--- config.mk ---
export PLATFORM = sky130hd
export DESIGN_NAME = dlc_key_sender
export DESIGN_NICKNAME = d
export VERILOG_FILES = /design/src/rtl/dlc_key_sender_pkg.sv /design/src/rtl/dlc_key_sender_tick_gen.sv /design/src/rtl/dlc_key_sender.sv
export SDC_FILE = /design/constraint.sdc
export NUM_CORES = 1
export LEC_CHECK = 0
export BUFFER_PORTS_ARGS = -buffer_cell sky130_fd_sc_hd__buf_4
export CAP_MARGIN = 20
export CORE_AREA = 2 2 50 52
export DETAILED_ROUTE_END_ITERATION = 10
export DIE_AREA = 0 0 52 54
export HOLD_SLACK_MARGIN = 0.02
export PLACE_DENSITY = 0.83
export REMOVE_ABC_BUFFERS = 1
export SLEW_MARGIN = 20
export SYNTH_ARGS = -nofsm -noshare
export SYNTH_HDL_FRONTEND = slang
export SYNTH_SLANG_ARGS = --single-unit
--- constraint.sdc ---
create_clock -name iCLK -period 2.4 [get_ports iCLK]
set_clock_uncertainty 0.1 [all_clocks]
set_input_delay 0.48 -clock iCLK [delete_from_list [all_inputs] [get_ports iCLK]]
set_output_delay 0.48 -clock iCLK [all_outputs]
set_load 0.02 [all_outputs]
--- src/rtl/dlc_key_sender_pkg.sv ---
// Shared definitions for the DLC keypad sender and its tick divider.
`timescale 1ns/1ps
package dlc_key_sender_pkg;

    // FSM state encodings (fixed, visible on the debug port)
    localparam logic [2:0] ST_IDLE  = 3'd0;
    localparam logic [2:0] ST_ARM   = 3'd1;
    localparam logic [2:0] ST_DRIVE = 3'd2;
    localparam logic [2:0] ST_GAP   = 3'd3;
    localparam logic [2:0] ST_CHECK = 3'd4;

    // Symbol encodings carried in the code word
    localparam logic SYM_X = 1'b0;
    localparam logic SYM_Y = 1'b1;

    // Clock divide ratio shared with the DLC receiver; never below 1
    function automatic int unsigned calc_div(input int unsigned old_hz,
                                             input int unsigned new_hz);
        if (new_hz == 0 || old_hz < new_hz) begin
            return 1;
        end
        return old_hz / new_hz;
    endfunction

endpackage

--- src/rtl/dlc_key_sender_tick_gen.sv ---
// Free-running divider producing a 1-clock tick enable every DIV clocks.
`timescale 1ns/1ps
module dlc_tick_gen
    import dlc_key_sender_pkg::*;
#(
    parameter int unsigned OLD_HZ = 2,
    parameter int unsigned NEW_HZ = 1
) (
    input  logic iCLK,
    input  logic inRESET,
    output logic oTICK
);

    localparam int unsigned DIV   = calc_div(OLD_HZ, NEW_HZ);
    localparam int unsigned CNT_W = (DIV > 1) ? $clog2(DIV) : 1;

    logic [CNT_W-1:0] r_cnt;
    logic             w_wrap;

    // With DIV=1 the counter stays at 0 and the tick is always high
    assign w_wrap = (r_cnt == CNT_W'(DIV - 1));
    assign oTICK  = w_wrap;

    // Divider counter, wraps after DIV clocks
    always_ff @(posedge iCLK or negedge inRESET) begin
        if (!inRESET) begin
            r_cnt <= '0;
        end else if (w_wrap) begin
            r_cnt <= '0;
        end else begin
            r_cnt <= r_cnt + 1'b1;
        end
    end

endmodule

--- src/rtl/dlc_key_sender.sv ---
// Replays a stored X/Y code onto oX/oY pulses at the tick rate, then waits
// for the lock's unlock feedback and records a sticky pass or fail.
`timescale 1ns/1ps
module dlc_key_sender
    import dlc_key_sender_pkg::*;
#(
    parameter int unsigned OLD_HZ   = 2,
    parameter int unsigned NEW_HZ   = 1,
    parameter int unsigned CODE_LEN = 5,
    parameter int unsigned TIMEOUT  = 4
) (
    input  logic                iCLK,
    input  logic                inRESET,
    input  logic                iSEND,
    input  logic                iABORT,
    input  logic [CODE_LEN-1:0] iCODE,
    input  logic                iUNLOCK,
    output logic                oX,
    output logic                oY,
    output logic                oBUSY,
    output logic                oPASS,
    output logic                oFAIL,
    output logic [2:0]          oSTATE
);

    localparam int unsigned TIMER_W = $clog2(TIMEOUT + 1);

    logic                w_tick;
    logic [2:0]          r_state, w_state_d;
    logic [CODE_LEN-1:0] r_code, w_code_d, w_code_shift;
    logic [3:0]          r_idx, w_idx_d;
    logic [TIMER_W-1:0]  r_timer, w_timer_d;
    logic                r_x, w_x_d;
    logic                r_y, w_y_d;
    logic                r_busy, w_busy_d;
    logic                r_pass, w_pass_d;
    logic                r_fail, w_fail_d;

    dlc_tick_gen #(
        .OLD_HZ (OLD_HZ),
        .NEW_HZ (NEW_HZ)
    ) u_tick_gen (
        .iCLK    (iCLK),
        .inRESET (inRESET),
        .oTICK   (w_tick)
    );

    // Current symbol always sits in bit 0; shifting exposes the next one
    assign w_code_shift = r_code >> 1;

    // Next-state logic: FSM, shift register, index, CHECK timer, result flags
    always_comb begin
        w_state_d = r_state;
        w_code_d  = r_code;
        w_idx_d   = r_idx;
        w_timer_d = r_timer;
        w_x_d     = r_x;
        w_y_d     = r_y;
        w_busy_d  = r_busy;
        w_pass_d  = r_pass;
        w_fail_d  = r_fail;
        if (iABORT) begin
            // Abort drops the transfer but leaves the last result visible
            w_state_d = ST_IDLE;
            w_x_d     = 1'b0;
            w_y_d     = 1'b0;
            w_busy_d  = 1'b0;
        end else begin
            case (r_state)
                ST_IDLE: begin
                    if (iSEND) begin
                        w_code_d  = iCODE;
                        w_idx_d   = '0;
                        w_timer_d = '0;
                        w_pass_d  = 1'b0;
                        w_fail_d  = 1'b0;
                        w_busy_d  = 1'b1;
                        w_state_d = ST_ARM;
                    end
                end
                ST_ARM: begin
                    if (w_tick) begin
                        w_x_d     = (r_code[0] == SYM_X);
                        w_y_d     = (r_code[0] == SYM_Y);
                        w_state_d = ST_DRIVE;
                    end
                end
                ST_DRIVE: begin
                    if (w_tick) begin
                        w_x_d     = 1'b0;
                        w_y_d     = 1'b0;
                        w_state_d = ST_GAP;
                    end
                end
                ST_GAP: begin
                    if (w_tick) begin
                        if (r_idx == 4'(CODE_LEN - 1)) begin
                            w_timer_d = '0;
                            w_state_d = ST_CHECK;
                        end else begin
                            w_idx_d   = r_idx + 4'd1;
                            w_code_d  = w_code_shift;
                            w_x_d     = (w_code_shift[0] == SYM_X);
                            w_y_d     = (w_code_shift[0] == SYM_Y);
                            w_state_d = ST_DRIVE;
                        end
                    end
                end
                ST_CHECK: begin
                    if (iUNLOCK) begin
                        w_pass_d  = 1'b1;
                        w_busy_d  = 1'b0;
                        w_state_d = ST_IDLE;
                    end else if (w_tick) begin
                        if (r_timer == TIMER_W'(TIMEOUT - 1)) begin
                            w_fail_d  = 1'b1;
                            w_busy_d  = 1'b0;
                            w_state_d = ST_IDLE;
                        end else begin
                            w_timer_d = r_timer + 1'b1;
                        end
                    end
                end
                default: begin
                    w_x_d     = 1'b0;
                    w_y_d     = 1'b0;
                    w_busy_d  = 1'b0;
                    w_state_d = ST_IDLE;
                end
            endcase
        end
    end

    // State and output registers
    always_ff @(posedge iCLK or negedge inRESET) begin
        if (!inRESET) begin
            r_state <= ST_IDLE;
            r_code  <= '0;
            r_idx   <= '0;
            r_timer <= '0;
            r_x     <= 1'b0;
            r_y     <= 1'b0;
            r_busy  <= 1'b0;
            r_pass  <= 1'b0;
            r_fail  <= 1'b0;
        end else begin
            r_state <= w_state_d;
            r_code  <= w_code_d;
            r_idx   <= w_idx_d;
            r_timer <= w_timer_d;
            r_x     <= w_x_d;
            r_y     <= w_y_d;
            r_busy  <= w_busy_d;
            r_pass  <= w_pass_d;
            r_fail  <= w_fail_d;
        end
    end

    assign oX     = r_x;
    assign oY     = r_y;
    assign oBUSY  = r_busy;
    assign oPASS  = r_pass;
    assign oFAIL  = r_fail;
    assign oSTATE = r_state;

endmodule
==> flow_metrics.env <==
export IMPL_synth_cell_types=43
export IMPL_synthArstFlopShare=1.00
export IMPL_crit_chain="buf_4"
export IMPL_startpoint_type="flip-flop"
export IMPL_crit_path_max_fanout=15
export IMPL_setup_viol=0
export IMPL_synth_xor_area_share=0
export IMPL_grt_usage=0.192
export IMPL_ys_warn_count=0
export IMPL_ant_nets=0
export IMPL_cap_violations=0
export IMPL_worstSetupPathType="flip-flop to output port"
export IMPL_hold_viol_final=0
export IMPL_drt_iter0_markers=4
export IMPL_ir_worst_vdd_v=0.000398
export IMPL_yosys_area_share_simple=0.204
export IMPL_cts_resized=0
export IMPL_ys_ff_latch=21
export IMPL_grt_pass1_wl_um=4040
export IMPL_grt_pass1_vias=971
export IMPL_drtPass1Iterations=4
export IMPL_cpPeakStageDelay_ns=0.75
export IMPL_synthMuxAreaShare=0.0619
export IMPL_slew_headroom=0.592
export IMPL_crit_family="flip-flops"
export IMPL_insertion_delay_ns=0.30
export IMPL_fillers=201
export IMPL_antenna_diode_count=0
export IMPL_leakagePower_nw=0.619
export IMPL_hpwl_um=1760
export IMPL_endpoint_kind="output port"
export IMPL_htree_num_levels=1
export IMPL_synthAdderAreaFrac=0.0413
export IMPL_status="complete, no violations"
export IMPL_rows=18
export IMPL_wl_um=2320
export IMPL_gp_congestion=0.772
export IMPL_dieWidth_um=52
export IMPL_routedWlPerCell_um=14.2
export IMPL_utilization=0.589
export IMPL_drc=0
export IMPL_netlist_area_sq_mm=0.00121
export IMPL_fmax_mhz=531
export IMPL_syn_inst=118
export IMPL_initial_core_util=0.523
export IMPL_power_density_mw_per_mm2=497
export IMPL_io_buffers=17
export IMPL_core_sq_mm=0.00232
export IMPL_die_area_sq_mm=0.00281
export IMPL_overflow=0
export IMPL_synthTopCellsByCount="21 x dfrtp_1, 10 x nor2_1, 9 x o21ai_0"
export IMPL_whs_ns=0.299
export IMPL_io_pins=18
export IMPL_grt_max_degree=22
export IMPL_ys_seq_area_frac=0.433
export IMPL_cts_root_buf="clkbuf_4"
export IMPL_viasPerCell=5.68
export IMPL_slew_violations=0
export IMPL_syn2layout_area_growth_pct=12.7
export IMPL_die_h_um=54
export IMPL_numClockSinks=21
export IMPL_place_area_sq_mm=0.00133
export IMPL_fin_crit_ns=1.88
export IMPL_period_share=0.785
export IMPL_cts_clk_slew_worst_paths_ns=0.11
export IMPL_final_area_sq_mm=0.00137
export IMPL_synth_ff_type="dfrtp_1"
export IMPL_multi_input_area_sq_um=613
export IMPL_crit_arrival_ns=1.30
export IMPL_setup_tns_ns=0
export IMPL_yosys_top_cells_area="dfrtp_1 43%, mux2i_1 5.0%, ha_1 4.1%"
export IMPL_layout_drive_gt1_share=0.239
export IMPL_synth_top_area_frac=0.433
export IMPL_cp_slowest_cell="dfrtp_1"
export IMPL_syn_avg_cell_area_sq_um=10.3
export IMPL_nNetsFinal=149
export IMPL_required_ns=1.82
export IMPL_seqCellArea_sq_um=526
export IMPL_cts_buffer_depth=2
export IMPL_hold_path_class="primary input to flip-flop"
export IMPL_synth_top_area_cell="dfrtp_1"
export IMPL_cts_tree="yes"
export IMPL_cts_made_buffers=3
export IMPL_synth_compound_area_frac=0.198
export IMPL_antenna_found_initial=0
export IMPL_synth_top_family_by_area="simple AND/OR/NAND/NOR gates"
export IMPL_synth_edf_count=0
export IMPL_worst_path_buf_inv=1
export IMPL_worstMarginPinSlew_ns=0.611
export IMPL_rsz0062_at_grt="false"
export IMPL_synth_most_common_cell="dfrtp_1"
export IMPL_num_vias=931
[what timing repair did]
action	4_1_cts	5_1_grt
hold endpoints to repair	21	0
setup buffers	0	0
hold buffers	1	0
[cells in the final DEF, fill, tap and decap left out, drive strengths merged]
master       count
a211oi           2
a21boi           1
a21oi            6
a22o             1
a31oi            2
a41oi            1
and2             2
and3             1
and3b            2
buf             17
clkbuf           4
clkinv           1
dfrtp           21
dlygate4sd3      1
ha               4
inv              6
mux2             1
mux2i            6
nand2            3
nand2b           4
nand3            3
nand3b           2
nand4            1
nand4bb          1
nor2            11
nor3             4
nor3b            1
o21ai           15
o21bai           2
o22ai            1
o2bb2ai          1
o31ai            4
or2              1
or4              1
[path summary, 6_finish.rpt]
kind                                              from                     end  slack (ns)  cells past startpoint
worst min register to register  r_timer[2]$_DFFE_PN0P_  r_timer[2]$_DFFE_PN0P_        0.41                      1
worst min-delay path                            iABORT       oBUSY$_DFFE_PN0P_        0.30                      2
max in group asynchronous                      inRESET    r_idx[3]$_DFFE_PN0P_        1.51                      2
worst max-delay path             oSTATE[1]$_DFFE_PN0P_               oSTATE[1]        0.52                      1
worst max register to register  r_timer[0]$_DFFE_PN0P_  r_timer[1]$_DFFE_PN0P_        0.54                      6
min in group asynchronous                      inRESET  r_timer[1]$_DFFE_PN0P_        0.48                      2
[cell families after synthesis]
group,count (synthesis)
AND/OR/NAND/NOR,37
AO/OA/AOI/OAI,36
flip-flops,21
buffers and inverters,13
multiplexers,7
adder cells (fa/ha/maj),4
[through the flow]
stage          instances  power, mW  worst slack [ns]
2_1_floorplan        112      0.472             0.677
3_3_place_gp         159      0.513             0.630
3_5_place_dp         159      0.519             0.585
4_1_cts              164      0.687             0.495
5_1_grt              164      0.716             0.430
6_report             164      0.679             0.516
[state kept, by name, indices dropped and copies added, names as in the netlist]
register and cells:
oX 1, r_code 5, oFAIL 1, r_timer 3, oSTATE 3, oY 1
oBUSY 1, oPASS 1, r_idx 4, u_tick_gen.oTICK 1
[power by group]
group	leakage, nW	internal, mW	total [mW]	switching, mW
clock network	0.0150	0.0648	0.168	0.103
registers	0.278	0.378	0.399	0.0213
logic	0.326	0.0503	0.112	0.0617
[layout make-up]
cell class / count / area share
clock buffers: 4 / 0.0192
inverters: 7 / 0.0192
multi-input cells: 84 / 0.449
flip-flops and latches: 21 / 0.385
well taps: 30 / 0.0275
repair buffers: 18 / 0.101
[layer usage]
metal / wire length, um / up-vias / GRT usage
li1: - / 456 / -
met1: 1010 / 454 / 0.225
met2: 1190 / 19 / 0.361
met3: 102 / 2 / 0.0278
met4: 17 / 0 / 0.0570
met5: 0 / - / 0
(Power assumes the default switching activity.)
